File: src/rtl/data_parity_merge_pkg.sv
// Shared definitions for the parity merge/split blocks: arbiter state encoding,
// tuser bit layout and the byte parity function.
package data_parity_merge_pkg;

   typedef enum logic [1:0] {
      ST_IDLE     = 2'd0,
      ST_ODD_PKT  = 2'd1,
      ST_EVEN_PKT = 2'd2
   } arb_state_t;

   localparam int   TUSER_W   = 2;
   localparam int   TUSER_SRC = 0;
   localparam int   TUSER_ERR = 1;

   localparam logic SRC_ODD   = 1'b1;
   localparam logic SRC_EVEN  = 1'b0;

   // Callers zero-extend into this width; zero padding leaves the XOR unchanged.
   localparam int   PARITY_MAX_W = 64;

   function automatic logic parity_of(input logic [PARITY_MAX_W-1:0] x);
      return ^x;
   endfunction

endpackage

File: src/rtl/parity_merge_arb.sv
// Packet-level arbiter: grants one source until its tlast is accepted, ties in
// IDLE are broken round robin against the source granted last.
module parity_merge_arb
   import data_parity_merge_pkg::*;
(
   input  logic       clk,
   input  logic       rst,
   input  logic       valid_odd,
   input  logic       valid_even,
   input  logic       done_odd,
   input  logic       done_even,
   output arb_state_t state
);

   arb_state_t state_nxt;
   logic       last_grant;
   logic       last_grant_nxt;

   // NOTE: state registers use non-blocking assignments so every flop samples
   // pre-edge values regardless of block ordering; reset is synchronous here.
   always_ff @(posedge clk) begin
      if (rst) begin
         state      <= ST_IDLE;
         last_grant <= SRC_EVEN;
      end else begin
         state      <= state_nxt;
         last_grant <= last_grant_nxt;
      end
   end

   // NOTE: every output of this block gets a default first, so no path through
   // the case statement can leave a value unassigned and infer a latch.
   always_comb begin
      state_nxt      = state;
      last_grant_nxt = last_grant;
      unique case (state)
         ST_IDLE: begin
            if (valid_odd && (!valid_even || last_grant == SRC_EVEN)) begin
               state_nxt      = ST_ODD_PKT;
               last_grant_nxt = SRC_ODD;
            end else if (valid_even) begin
               state_nxt      = ST_EVEN_PKT;
               last_grant_nxt = SRC_EVEN;
            end
         end
         ST_ODD_PKT: begin
            if (done_odd) state_nxt = ST_IDLE;
         end
         ST_EVEN_PKT: begin
            if (done_even) state_nxt = ST_IDLE;
         end
         default: state_nxt = ST_IDLE;
      endcase
   end

endmodule

File: src/rtl/data_parity_merge.sv
// Merges an odd-parity and an even-parity AXI-Stream into one registered output,
// tagging each byte with its source and a parity-error flag.
module data_parity_merge
   import data_parity_merge_pkg::*;
#(
   parameter int DATA_W    = 8,
   parameter int ERR_CNT_W = 8
) (
   input  logic                 a_clk,
   input  logic                 axis_aresetn,
   input  logic                 axis_s_tvalid_odd,
   input  logic [DATA_W-1:0]    axis_s_tdata_odd,
   input  logic                 axis_s_tlast_odd,
   output logic                 axis_s_tready_odd,
   input  logic                 axis_s_tvalid_even,
   input  logic [DATA_W-1:0]    axis_s_tdata_even,
   input  logic                 axis_s_tlast_even,
   output logic                 axis_s_tready_even,
   output logic                 axis_m_tvalid,
   output logic [DATA_W-1:0]    axis_m_tdata,
   output logic                 axis_m_tlast,
   output logic [TUSER_W-1:0]   axis_m_tuser,
   input  logic                 axis_m_tready,
   output logic [ERR_CNT_W-1:0] parity_err_count
);

   localparam logic [ERR_CNT_W-1:0] ERR_MAX = '1;

   arb_state_t         state;
   logic               load_ok;
   logic               xfer_odd;
   logic               xfer_even;
   logic               xfer;
   logic [DATA_W-1:0]  sel_data;
   logic               sel_last;
   logic               sel_src;
   logic               sel_err;
   logic [TUSER_W-1:0] sel_user;

   parity_merge_arb u_arb (
      .clk        (a_clk),
      .rst        (axis_aresetn),
      .valid_odd  (axis_s_tvalid_odd),
      .valid_even (axis_s_tvalid_even),
      .done_odd   (xfer_odd && axis_s_tlast_odd),
      .done_even  (xfer_even && axis_s_tlast_even),
      .state      (state)
   );

   // The reset name is historical: the reset is active-high.
   assign load_ok            = !axis_m_tvalid || axis_m_tready;
   assign axis_s_tready_odd  = !axis_aresetn && (state == ST_ODD_PKT)  && load_ok;
   assign axis_s_tready_even = !axis_aresetn && (state == ST_EVEN_PKT) && load_ok;

   assign xfer_odd  = axis_s_tvalid_odd  && axis_s_tready_odd;
   assign xfer_even = axis_s_tvalid_even && axis_s_tready_even;
   assign xfer      = xfer_odd || xfer_even;

   // Readies are mutually exclusive, so the odd handshake alone steers the mux.
   assign sel_src  = xfer_odd ? SRC_ODD : SRC_EVEN;
   assign sel_data = xfer_odd ? axis_s_tdata_odd : axis_s_tdata_even;
   assign sel_last = xfer_odd ? axis_s_tlast_odd : axis_s_tlast_even;

   // Odd bytes must carry parity 1, even bytes parity 0.
   assign sel_err  = parity_of(PARITY_MAX_W'(sel_data)) != sel_src;

   always_comb begin
      sel_user            = '0;
      sel_user[TUSER_SRC] = sel_src;
      sel_user[TUSER_ERR] = sel_err;
   end

   always_ff @(posedge a_clk) begin
      if (axis_aresetn) begin
         axis_m_tvalid <= 1'b0;
         axis_m_tdata  <= '0;
         axis_m_tlast  <= 1'b0;
         axis_m_tuser  <= '0;
      end else if (load_ok) begin
         axis_m_tvalid <= xfer;
         if (xfer) begin
            axis_m_tdata <= sel_data;
            axis_m_tlast <= sel_last;
            axis_m_tuser <= sel_user;
         end
      end
   end

   always_ff @(posedge a_clk) begin
      if (axis_aresetn) begin
         parity_err_count <= '0;
      end else if (xfer && sel_err && parity_err_count != ERR_MAX) begin
         parity_err_count <= parity_err_count + 1'b1;
      end
   end

endmodule

File: config.mk
export PLATFORM = sky130hd
export DESIGN_NAME = data_parity_merge
export DESIGN_NICKNAME = d
export VERILOG_FILES = /design/src/rtl/data_parity_merge_pkg.sv /design/src/rtl/parity_merge_arb.sv /design/src/rtl/data_parity_merge.sv
export SDC_FILE = /design/constraint.sdc
export NUM_CORES = 1
export LEC_CHECK = 0
export ABC_AREA = 1
export CAP_MARGIN = 10
export CORE_MARGIN = 2
export CORE_UTILIZATION = 46
export CTS_CLUSTER_SIZE = 16
export DETAILED_ROUTE_END_ITERATION = 16
export PLACE_DENSITY = 0.8
export RECOVER_POWER = 50
export SETUP_SLACK_MARGIN = 0.15
export SYNTH_ARGS = -nofsm -noshare
export SYNTH_HDL_FRONTEND = slang
export SYNTH_SLANG_ARGS = --single-unit
File: constraint.sdc
create_clock -name a_clk -period 2.82 [get_ports a_clk]
set_clock_uncertainty 0.2 [all_clocks]
set_input_delay 0.282 -clock a_clk [delete_from_list [all_inputs] [get_ports a_clk]]
set_output_delay 0.282 -clock a_clk [all_outputs]
set_load 0.01 [all_outputs]
==> After elaboration in Yosys (flattened, before gate mapping) <==
Index checks and enable logic that the tools add are counted.
{ "totals": {"regBits": 23, "in_bits": 23, "output_inout_bits": 22, "mem_bits_ro": 0, "word_cells": 49, "latch_bits": 0, "memories": 0, "ram_bits": 0} }
{ "op_classes": {"div_mod_pow": 0, "n_shift": 0, "n_eq_ne": 7, "bitwise": 1, "add_sub_neg": 1, "order_cmp": 0, "n_reduce_logical": 23, "multipliers": 0, "n_mux": 10} }
{ "ops": {"columns": ["operator", "n"], "rows": [
  ["$reduce_xor 64->1", 1],
  ["$logic_and 1x1->1", 11],
  ["$add 8x1->8 const B", 1],
  ["$mux 2", 4],
  ["$mux 8", 1],
  ["$ne 8x8->1 const B", 1],
  ["$pmux 2 s3", 1],
  ["$mux 1", 4],
  ["$ne 2x1->1 const B", 2],
  ["$reduce_and 2->1", 2],
  ["$logic_not 1->1", 3],
  ["$logic_or 1x1->1", 3],
  ["$ne 3x2->1 const B", 1],
  ["$reduce_and 3->1", 1],
  ["$eq 2x1->1 const B", 1],
  ["$eq 2x2->1 const B", 1],
  ["$logic_not 2->1", 1],
  ["$reduce_bool 2->1", 1],
  ["$ne 1x1->1", 1],
  ["$not 1->1", 1]
]} }

==> Depth between registers and ports, before layout <==
{ "logic_depth": {"depth_word": 9, "mapped_depth": 17, "ltp_nobuf": 17} }

==> Cells and area by module <==
Synthesis repeated with hierarchy kept, for this count alone.
{ "hier_totals": {"hier_cells": 260, "hier_area_um2": 1592.8} }
{ "modules_own_cells": {"columns": ["mod", "instances", "area_per_inst_um2", "cells_per_inst", "seq_area_each_um2"], "rows": [
  ["data_parity_merge", 1, 1442.6, 240, 400.4],
  ["parity_merge_arb", 1, 150.1, 20, 60.1]
]} }

==> Worst setup path before layout <==
Ideal clock, no wire load.
{ "synth_timing": {"path_type": "register -> register", "start": "reg axis_m_tvalid", "end": "reg axis_m_tdata[0]", "setup_slack_ps": 810, "required_time_ps": 2534, "setup_time_ps": 86, "arrival_ps": 1725, "path_buffers": 2, "period_less_slack_ps": 2010, "path_stages_with_launch": 10, "path_cell_list": "dfxtp_1 > nand2_2 > buf_2 > inv_1 > nor4_2 > nand2_1 > nand2_1 > clkbuf_1 > nor2_1 > a211oi_1"} }
{ "synth_between": {"elab_chain_len": 6, "elab_cells_between_ends": 9, "classes_between": "mux (1); reduce/logical (8)"} }
{ "synth_lines": {"columns": ["element", "line", "source"], "rows": [
  ["start, declared", "data_parity_merge.sv:19", "output logic axis_m_tvalid,"],
  ["start signal, assigned", "data_parity_merge.sv:80", "axis_m_tvalid <= xfer;"],
  ["$logic_not 1->1", "data_parity_merge.sv:51", "assign load_ok = !axis_m_tvalid || axis_m_tready;"],
  ["$logic_or 1x1->1", "data_parity_merge.sv:51", null],
  ["$logic_and 1x1->1", "data_parity_merge.sv:53", "assign axis_s_tready_even = !axis_aresetn && (state == ST_EVEN_PKT) && load_ok;"],
  ["named net axis_s_tready_even", "data_parity_merge.sv:18", "output logic axis_s_tready_even,"],
  ["$logic_and 1x1->1", "data_parity_merge.sv:56", "assign xfer_even = axis_s_tvalid_even && axis_s_tready_even;"],
  ["$logic_or 1x1->1", "data_parity_merge.sv:57", "assign xfer = xfer_odd || xfer_even;"],
  ["$reduce_and 2->1 (no source line)", null, null],
  ["end signal, assigned", "data_parity_merge.sv:82", "axis_m_tdata <= sel_data;"],
  ["end, declared", "data_parity_merge.sv:20", "output logic [DATA_W-1:0] axis_m_tdata,"]
]} }
The timed path passes the listed nets, and every way through them passes these cells.
A chain may end at the register's enable or synchronous reset.

==> Final worst setup path <==
{ "layout_timing": {"start": "in axis_aresetn", "end": "out axis_s_tready_even"} }
{ "layout_between": {"elab_chain_len": 3} }
{ "layout_lines": {"columns": ["element", "line", "source"], "rows": [
  ["start, declared", "data_parity_merge.sv:10", "input logic axis_aresetn,"],
  ["$logic_not 1->1", "data_parity_merge.sv:53", null],
  ["$logic_and 1x1->1 (2 in a row)", "data_parity_merge.sv:53", null],
  ["end, declared", "data_parity_merge.sv:18", null]
]} }
Every way passes these cells.

==> impl_metrics.ini <==
[drt]
drt_pass1_iterations = 4
average_wire_per_standard_cell_um = 10.2
drt-initial-drc-count = 43
drt-total-wl_um = 3230
ant_nets = 0
vias = 1534
vias_per_cell = 4.84
drc_errors = 0

[setup_path]
delay_of_the_slowest_cell_on_the_worst_path_ns = 0.63
startpoint_class = input pin
cpMaxStageDelayCell = dlygate4sd3_1
timing_worst_setup_path_type = input pin to output pin
critical_path.cell_chain = dlygate4sd3_1 -> buf_4 -> nor4_2 -> clkdlybuf4s50_1
kind_of_end_point_of_the_critical_path = output pin
critical_path_buf_inv_count = 3
arr_time_crit_path_ns = 2.07
required_time_of_the_critical_path_ns = 2.34
worstPathMaxFanout = 8
path_delay_family = buffers and inverters

[placement]
gp_congestion = 0.821
port-buffer-count = 44
place_inst = 311
dp_hpwl_um = 2560
dpl_cell_area_um2 = 1940

[finish]
num_antenna_cells = 0
layout_cells_sized_above_1 = 0.110
finish.instance_area_um2 = 1990
finalNetCount = 298
flow.area_growth_from_synthesis_pct = 36.5
filler_cell_count = 289
fin_cells = 317

[synthesis]
synth.area.mux_share = 0
synthTopCellsByCount = 71 x nand2_1, 29 x inv_1, 23 x dfxtp_1, 21 x nor2_1
synth_edf_count = 0
synth.area.top_cells = dfxtp_1 32%, nand2_1 18%, inv_1 7.4%, nor2_1 5.4%, nand4_1 5.1%
synth_warnings = 0
mappedNetlistNets = 250
combinational_family_with_the_most_area_after_synthesis = simple AND/OR/NAND/NOR gates
synth_async_sr_flop_share = 0
synth_xor_xnor_area_share = 0.0240
syn_area_per_cell_um2 = 6.47
synthDominantCellAreaShare = 0.315
synthCells = 226
yosys.area_share.adder = 0.00856
yosysMostFrequentCell = nand2_1
synthesized_area_fraction_occupied_by_and_or_nand_nor_cells = 0.412
synth-main-ff-cell = dfxtp_1
yosys.cell_types.count = 29
synth-compound-area-share = 0.113
synth.yosys.seq_area_share = 0.315
mappedNetlistArea_um2 = 1460
synth.ff_latch_count = 23
synth_top_cell_by_area = dfxtp_1

[cts]
tritoncts_num_sinks = 23
htree_levels = 1
number_of_buffers_inserted_during_clock_tree_synthesis = 3
clock_tree_from_tritoncts = done
clk_pin_slew_ns = 0.12
ctsRootBufferMaster = clkbuf_4
clk_latency_ns = 0.30
largest_buffer_count_on_any_clock_path = 2

[floorplan]
design.die.area_um2 = 3640
die_w_um = 60.4
fp-row-count = 20
floorplan.die.height_um = 60.4
pin_count = 45
placeableCoreArea_um2 = 3030
floorplan.initialDensity = 0.483

[global_route]
gr-total-overflow = 0
via_count_of_the_first_global_routing_pass = 1316
grt_usage = 0.196
antenna_found_initial = 0
grt_first_pass_wirelength_um = 5440
pin_count_of_the_biggest_net_entering_global_routing = 20

[timing]
setup_total_negative_slack_ns = 0
setup_viol = 0
slew_violations = 0
finalHoldViolations = 0
worst_slew_margin_rel = 0.785
tightest_slew_ns = 0.320
final.period_utilization = 0.906
rsz0062_at_grt = false
max_freq_ghz = 0.391
fin_crit_period_ns = 2.55
finalHoldWorstSlack_ns = 0.274

[status]
run_status = finished clean

[job]
drv_cap = 0

[power_and_ir_drop]
leakagePower_uw = 0.00102
vdd_ir_drop_max_v = 0.000197
power.density_cell_area_nw_per_um2 = 374

[min_path]
min_path_type = flop to flop
==> repair_timing <==
action | CTS | global route
setup buffers | 0 | 2
hold endpoints to repair | 0 | 0
resized for setup | 0 | 1
hold buffers | 0 | 0
endpoints found under the setup margin | 0 | 6
==> worst paths after layout <==
kind,start,to,slack [ns],depth (start not counted)
worst max-delay path,axis_aresetn,axis_s_tready_even,0.27,4
worst min-delay path,u_arb.last_grant$_SDFFE_PP0P_,u_arb.last_grant$_SDFFE_PP0P_,0.27,2
worst max register to register,u_arb.state[0]$_SDFFE_PP0P_,parity_err_count[7]$_SDFFE_PP0P_,0.56,13
worst min register to register,u_arb.last_grant$_SDFFE_PP0P_,u_arb.last_grant$_SDFFE_PP0P_,0.27,2
==> sequential cells by signal, summed over array words and instances (netlist names) <==
signal and cells:
axis_m_tdata 8, axis_m_tlast 1, u_arb.state 2, u_arb.last_grant 1, parity_err_count 8, axis_m_tvalid 1, axis_m_tuser 2
==> cells in the final DEF (no fill, tap or decap) <==
cell type	Yosys	layout
clkbuf_4	0	3
a21oi_1	12	12
buf_12	0	1
ha_1	1	1
dfxtp_1	23	23
nand3_2	3	3
nor2_4	1	2
nand2_1	71	71
a31oi_1	1	1
nor4_2	1	1
nand2_2	4	4
and2_1	1	1
o21ai_0	10	10
xor2_1	3	3
clkbuf_1	2	1
nor2_1	21	21
nand4_4	1	1
dlygate4sd3_1	0	20
nand3_1	7	7
nand4_1	12	12
a21oi_2	1	1
clkdlybuf4s50_1	0	24
a211oi_1	3	3
inv_2	3	3
nor3_1	3	3
xnor2_1	1	1
nor2_2	2	1
inv_1	29	29
o21ai_2	2	2
buf_4	0	7
nand4_2	1	1
==> tightest hold or removal path, stage by stage, from the launching register on <==
cell and delay [ns]:
dfxtp_1 0.33, nand2_1 0.06, a21oi_1 0.05
==> power by group <==
part | switching (uW) | total (uW) | internal [uW]
Clock | 93.3 | 148 | 55.1
Sequential | 15.9 | 363 | 347
Combinational | 127 | 235 | 108
==> per-layer routing <==
layer  GRT usage  up-vias  share of wire
met2       0.332       32           0.50
met1       0.251      681           0.46
met5           0        -              0
met4      0.0730        0         0.0084
li1            -      819              -
met3      0.0299        2          0.030
==> kinds of logic (layout without fill, tap and decap cells) <==
kind of cell	after synthesis	in the layout
flops	23	23
buf+inv	41	88
simple gates	128	128
compound gates	29	29
fa+ha+maj	1	1
xor+xnor	4	4
==> per-stage QoR <==
step	setup WS [ns]	power, uW	utilization
after global placement	0.188	601	0.639
after global routing	0.174	805	0.659
after detailed placement	0.125	606	0.639
after floorplan	0.810	511	-
final	0.265	747	0.659
after CTS	0.369	755	0.648
==> area by class of cell <==
type	instances	area [um2]	area share
Clock buffer	4	26.3	0.0132
Inverter	32	120	0.0602
Multi-Input combinational cell	162	820	0.411
Sequential cell	23	460	0.231
Tap cell	44	55.1	0.0276
Timing Repair Buffer	52	513	0.257
No activity file was read; power rests on OpenSTA's default activity.
